$ cat src/rtl/fir_hls_drv_pkg.sv
// Shared types and defaults for the fir_hls ap_ctrl_hs initiator and its result FIFO.
package fir_hls_drv_pkg;

  typedef enum logic [1:0] {
    ST_IDLE  = 2'd0,
    ST_START = 2'd1,
    ST_WAIT  = 2'd2
  } drv_state_e;

  localparam int DEF_XW      = 8;
  localparam int DEF_YW      = 16;
  localparam int DEF_DEPTH   = 4;
  localparam int DEF_TIMEOUT = 255;

  function automatic int fifo_aw(input int depth);
    return $clog2(depth);
  endfunction

endpackage

$ cat src/rtl/fir_hls_res_fifo.sv
// Result FIFO: power-of-two depth, wrapping pointers, head word shown combinationally on dout.
module fir_hls_res_fifo
  import fir_hls_drv_pkg::*;
#(
  parameter int YW    = DEF_YW,
  parameter int DEPTH = DEF_DEPTH
) (
  input  logic                       clk,
  input  logic                       rst_n,
  input  logic                       push,
  input  logic                       pop,
  input  logic [YW-1:0]              din,
  output logic [YW-1:0]              dout,
  output logic [fifo_aw(DEPTH):0]    count,
  output logic                       empty
);
  localparam int          AW     = fifo_aw(DEPTH);
  localparam logic [AW:0] FULL_C = (AW + 1)'(DEPTH);

  logic [YW-1:0] mem_q [DEPTH];
  logic [AW-1:0] wr_ptr_q, rd_ptr_q;
  logic [AW:0]   count_q;
  logic          push_s, pop_s;

  // Guards keep the storage consistent even if a caller misbehaves.
  assign push_s = push && (count_q != FULL_C);
  assign pop_s  = pop && (count_q != '0);

  always_ff @(posedge clk or negedge rst_n) begin
    if (!rst_n) begin
      for (int i = 0; i < DEPTH; i++) begin
        mem_q[i] <= '0;
      end
      wr_ptr_q <= '0;
      rd_ptr_q <= '0;
      count_q  <= '0;
    end else begin
      if (push_s) begin
        mem_q[wr_ptr_q] <= din;
        wr_ptr_q        <= wr_ptr_q + AW'(1);
      end
      if (pop_s) begin
        rd_ptr_q <= rd_ptr_q + AW'(1);
      end
      count_q <= count_q + {{AW{1'b0}}, push_s} - {{AW{1'b0}}, pop_s};
    end
  end

  assign dout  = mem_q[rd_ptr_q];
  assign count = count_q;
  assign empty = (count_q == '0);

endmodule

$ cat src/rtl/fir_hls_driver.sv
// On-chip ap_ctrl_hs master for fir_hls: one invocation per upstream sample, results
// buffered in a credit-protected FIFO, with a per-invocation watchdog and sticky error.
module fir_hls_driver
  import fir_hls_drv_pkg::*;
#(
  parameter int XW      = DEF_XW,
  parameter int YW      = DEF_YW,
  parameter int DEPTH   = DEF_DEPTH,
  parameter int TIMEOUT = DEF_TIMEOUT
) (
  input  logic          ap_clk,
  input  logic          ap_rst_n,
  input  logic          s_valid,
  input  logic [XW-1:0] s_data,
  output logic          s_ready,
  output logic          m_valid,
  output logic [YW-1:0] m_data,
  input  logic          m_ready,
  output logic          hls_start,
  output logic [XW-1:0] hls_x,
  input  logic          hls_ready,
  input  logic          hls_done,
  input  logic          hls_idle,
  input  logic [YW-1:0] hls_y,
  input  logic          hls_y_vld,
  output logic          busy,
  output logic          err
);
  localparam int            AW        = fifo_aw(DEPTH);
  localparam int            WW        = $clog2(TIMEOUT + 1);
  localparam logic [AW:0]   FULL_C    = (AW + 1)'(DEPTH);
  localparam logic [WW-1:0] WD_LAST_C = WW'(TIMEOUT - 1);

  drv_state_e    state_q, state_d;
  logic [XW-1:0] x_q, x_d;
  logic [WW-1:0] wd_q, wd_d;
  logic          y_seen_q, y_seen_d;
  logic          err_q, err_d;
  logic          s_ready_q, s_ready_d;
  logic          init_q;
  logic          end_s, push_s, pop_s, fifo_empty_s;
  logic [AW:0]   fifo_count_s, count_d_s;
  logic [YW-1:0] fifo_dout_s;
  logic          status_unused_s;

  assign pop_s           = m_ready && !fifo_empty_s;
  assign count_d_s       = fifo_count_s + {{AW{1'b0}}, push_s} - {{AW{1'b0}}, pop_s};
  assign status_unused_s = hls_idle;

  fir_hls_res_fifo #(
    .YW    (YW),
    .DEPTH (DEPTH)
  ) u_fifo (
    .clk   (ap_clk),
    .rst_n (ap_rst_n),
    .push  (push_s),
    .pop   (pop_s),
    .din   (hls_y),
    .dout  (fifo_dout_s),
    .count (fifo_count_s),
    .empty (fifo_empty_s)
  );

  // init_q holds s_ready low for the first edge after reset release.
  always_ff @(posedge ap_clk or negedge ap_rst_n) begin
    if (!ap_rst_n) begin
      state_q   <= ST_IDLE;
      x_q       <= '0;
      wd_q      <= '0;
      y_seen_q  <= 1'b0;
      err_q     <= 1'b0;
      s_ready_q <= 1'b0;
      init_q    <= 1'b0;
    end else begin
      state_q   <= state_d;
      x_q       <= x_d;
      wd_q      <= wd_d;
      y_seen_q  <= y_seen_d;
      err_q     <= err_d;
      s_ready_q <= s_ready_d;
      init_q    <= 1'b1;
    end
  end

  always_comb begin
    state_d  = state_q;
    x_d      = x_q;
    wd_d     = wd_q;
    y_seen_d = y_seen_q;
    err_d    = err_q;
    push_s   = 1'b0;
    end_s    = 1'b0;
    case (state_q)
      ST_IDLE: begin
        err_d = err_q | hls_y_vld;
        if (s_valid && s_ready_q) begin
          state_d  = ST_START;
          x_d      = s_data;
          wd_d     = '0;
          y_seen_d = 1'b0;
        end else begin
          state_d = ST_IDLE;
        end
      end
      ST_START, ST_WAIT: begin
        wd_d     = wd_q + WW'(1);
        push_s   = hls_y_vld && !y_seen_q;
        y_seen_d = y_seen_q | hls_y_vld;
        err_d    = err_q | (hls_y_vld && y_seen_q);
        end_s    = (state_q == ST_START) ? (hls_ready && hls_done) : hls_done;
        // A completed invocation that never produced y is a fault; its credit is simply freed.
        if (end_s) begin
          state_d = ST_IDLE;
          err_d   = err_d | (!y_seen_q && !hls_y_vld);
        end else if (wd_q == WD_LAST_C) begin
          state_d = ST_IDLE;
          err_d   = 1'b1;
        end else if ((state_q == ST_START) && hls_ready) begin
          state_d = ST_WAIT;
        end else begin
          state_d = state_q;
        end
      end
      default: begin
        state_d = ST_IDLE;
      end
    endcase
    // Returning to IDLE releases the outstanding credit, so only FIFO occupancy matters here.
    s_ready_d = init_q && (state_d == ST_IDLE) && (count_d_s < FULL_C) && !err_d;
  end

  always_comb begin
    hls_start = (state_q == ST_START);
    busy      = (state_q != ST_IDLE);
    hls_x     = x_q;
    s_ready   = s_ready_q;
    err       = err_q;
    m_valid   = !fifo_empty_s;
    m_data    = fifo_dout_s;
  end

endmodule

$ cat config.mk
export PLATFORM = sky130hd
export DESIGN_NAME = fir_hls_driver
export DESIGN_NICKNAME = d
export VERILOG_FILES = /design/src/rtl/fir_hls_drv_pkg.sv /design/src/rtl/fir_hls_res_fifo.sv /design/src/rtl/fir_hls_driver.sv
export SDC_FILE = /design/constraint.sdc
export NUM_CORES = 1
export LEC_CHECK = 0
export ABC_CLOCK_PERIOD_IN_PS = 2940
export BUFFER_PORTS_ARGS = -buffer_cell sky130_fd_sc_hd__buf_2
export CAP_MARGIN = 40
export CORE_MARGIN = 5
export CORE_UTILIZATION = 50
export DETAILED_ROUTE_END_ITERATION = 6
export PLACE_DENSITY_LB_ADDON = 0.05
export SETUP_SLACK_MARGIN = 0.5
export SLEW_MARGIN = 25
export SYNTH_ARGS = -nofsm -noshare
export SYNTH_HDL_FRONTEND = slang
export SYNTH_SLANG_ARGS = --single-unit
export TNS_END_PERCENT = 100
$ cat constraint.sdc
create_clock -name ap_clk -period 2.94 [get_ports ap_clk]
set_input_delay 0.147 -clock ap_clk [delete_from_list [all_inputs] [get_ports ap_clk]]
set_output_delay 0.147 -clock ap_clk [all_outputs]
set_load 0.01 [all_outputs]
==> out/qor.yml <==
layout.nets: 406
syn-num-nets: 335
numCtsBuffers: 9
postLayoutCellArea_um2: 5150
synth_seq_cells: 93
cts_setup_buffers: 0
cts_tree: "yes"
min_path_type: "input pin to flop"
firstDrtPassIters: 4
worstMarginPinSlew_ns: 0.623
die_h_um: 105
finalMaxSlewViolations: 0
crit_type: "flop to flop"
synth_cell_type_count: 36
critPathMaxFanout: 4
area_growth_pct: 14.8
portBuffers: 59
clock.fmax_ghz: 0.442
maxCapViolCount: 0
skew_ns: 0.00472
placedCellCount: 451
grt_pass1_vias: 2709
drt_iter0_markers: 59
gp_congestion: 0.774
clock-sinks: 93
gr-total-overflow: 0
place_area_um2: 4850
clock_latency_ns: 0.35
setup_viol_count_final: 0
post-place-ws_ns: 0.701
via_per_inst: 5.31
period_needed_ns: 2.26
ios: 61
required_ns: 3.19
setup_tns_ns: 0
final_cell_mix: "93 x dfrtp_1, 58 x buf_2, 40 x mux2_4, 32 x mux2_2, 16 x mux4_2"
die_w_um: 105
hold_viol: 0
p_total_mw: 2.79
grt_max_degree: 61
power_density_nw_per_um2: 542
clk_pin_slew_worst_paths_ns: 0.09
irDropWorstVdd_uv: 353
final_common_cell: "dfrtp_1"
ant_nets: 0
netlist_area_um2: 4490
ys_warn_count: 0
ys_seq_area_share_pct: 51.9
cts.htree.levels: 3
core_um2: 8720
routedWlPerCell_um: 17.4
hpwl_um: 5430
syn_avg_cell_area_um2: 15.5
instances_no_fill: 474
leakage_nw: 2.68
track_usage_pct: 15.7
grt_pass1_wl_um: 13700
status: "completed"
fin_util_pct: 59.0
diodes: 0
finalCritPeriodShare_pct: 76.9
end_kind: "flop"
drive_above_1_share_pct: 47.5
startpoint_type: "flop"
rsz0062_at_grt: "no"
dieArea_um2: 11000
antenna_found_initial: 0
wl_um: 8230
synthCells: 290
drc_errors: 0
layout_setup_ws_ns: 0.679
rows: 34
root_buffer: "clkbuf_8"
hold_slack_ns: 0.0259
cts_buffer_depth: 2
crit_arrival_ns: 2.51
start_util_pct: 51.4
vias: 2516
slew_headroom_pct: 58.4
final timing paths:
check | startpoint | end | slack (ns) | cells past startpoint
hold reg to reg | init_q | s_ready | 0.49 | 2
hold / removal | s_data[2] | hls_x[2] | 0.03 | 2
setup reg to reg | u_fifo.count[1] | s_ready | 0.68 | 9
min in group asynchronous | ap_rst_n | u_fifo.mem_q[43] | 0.16 | 2
max in group asynchronous | ap_rst_n | wd_q[7] | 2.31 | 3
setup / recovery | u_fifo.count[1] | s_ready | 0.68 | 9
synthesized netlist by cell type (all sizes together):
cell type	instances	area, µm²
and2	2	12.5
dfrtp	93	2330
clkbuf	1	3.75
xnor2	6	52.6
and3	1	6.26
nand3	6	30.0
a21oi	2	10.0
buf	9	119
fa	1	20.0
nor4	1	6.26
a21boi	1	18.8
xor2	6	52.6
o211ai	1	7.51
conb	1	3.75
mux4	16	360
ha	12	150
nand4	2	12.5
and3b	1	8.76
nor2b	2	12.5
o21ai	5	25.0
nand3b	2	15.0
a21o	1	7.51
nor2	14	52.6
mux2i	1	10.0
o22ai	2	12.5
mux2	72	961
a31oi	1	6.26
or2b	1	7.51
a31o	1	8.76
inv	11	41.3
nand2	14	118
or3	1	6.26
what timing repair did:
| action | 4_1_cts | 5_1_grt |
|---|---|---|
| gates resized for setup | 0 | 0 |
| hold buffers | 1 | 5 |
| hold endpoints to repair | 59 | 5 |
| setup endpoints to repair | 0 | 0 |
metal layers:
layer  wire [µm]  track usage (%)  up-vias
met3         350             5.24        8
met2        4080             25.3       42
met5           0                0        -
met4          97             4.47        0
met1        3700             20.4     1295
li1            -                -     1171
cells by family (layout without fill, tap and decap cells):
kind of cell | Yosys count | count (layout) | share of synthesized area, %
compound gates | 14 | 14 | 2.15
xor+xnor | 12 | 12 | 2.34
fa+ha+maj | 13 | 13 | 3.79
buf+inv | 21 | 97 | 3.65
flops | 93 | 93 | 51.9
mux | 89 | 89 | 29.7
other cells | 1 | 1 | 0.0836
simple gates | 47 | 47 | 6.42
flip-flops by register name, summed over array words and instances, names as in the netlist:
name	cells
wd_q	8
state_q	2
err	1
u_fifo.rd_ptr_q	2
u_fifo.count	3
hls_x	8
init_q	1
y_seen_q	1
u_fifo.wr_ptr_q	2
s_ready	1
u_fifo.mem_q	64
power breakdown:
part	switching, mW	total, mW	internal (mW)
sequential	0.0791	1.41	1.33
combinational	0.230	0.462	0.232
clock	0.443	0.917	0.474
total	0.753	2.79	2.04
cell type report:
cell class / instances / area (µm²)
clock inverters: 7 / 90.1
multi-input cells: 176 / 1990
clock buffers: 9 / 124
flip-flops and latches: 93 / 2330
fillers: 682 / 3570
well taps: 108 / 135
repair buffers: 70 / 435
inverters: 11 / 41.3
worst max-delay path, cell delays in order (launching register included):
cell and delay, ns:
dfrtp_1 0.42, or3_1 0.41, and2_1 0.23, ha_1 0.19, inv_1 0.09, ha_1 0.24
a31oi_1 0.21, xnor2_1 0.14, nand2_1 0.06, nor4_1 0.18
No activity file was read; power rests on OpenSTA's default activity.
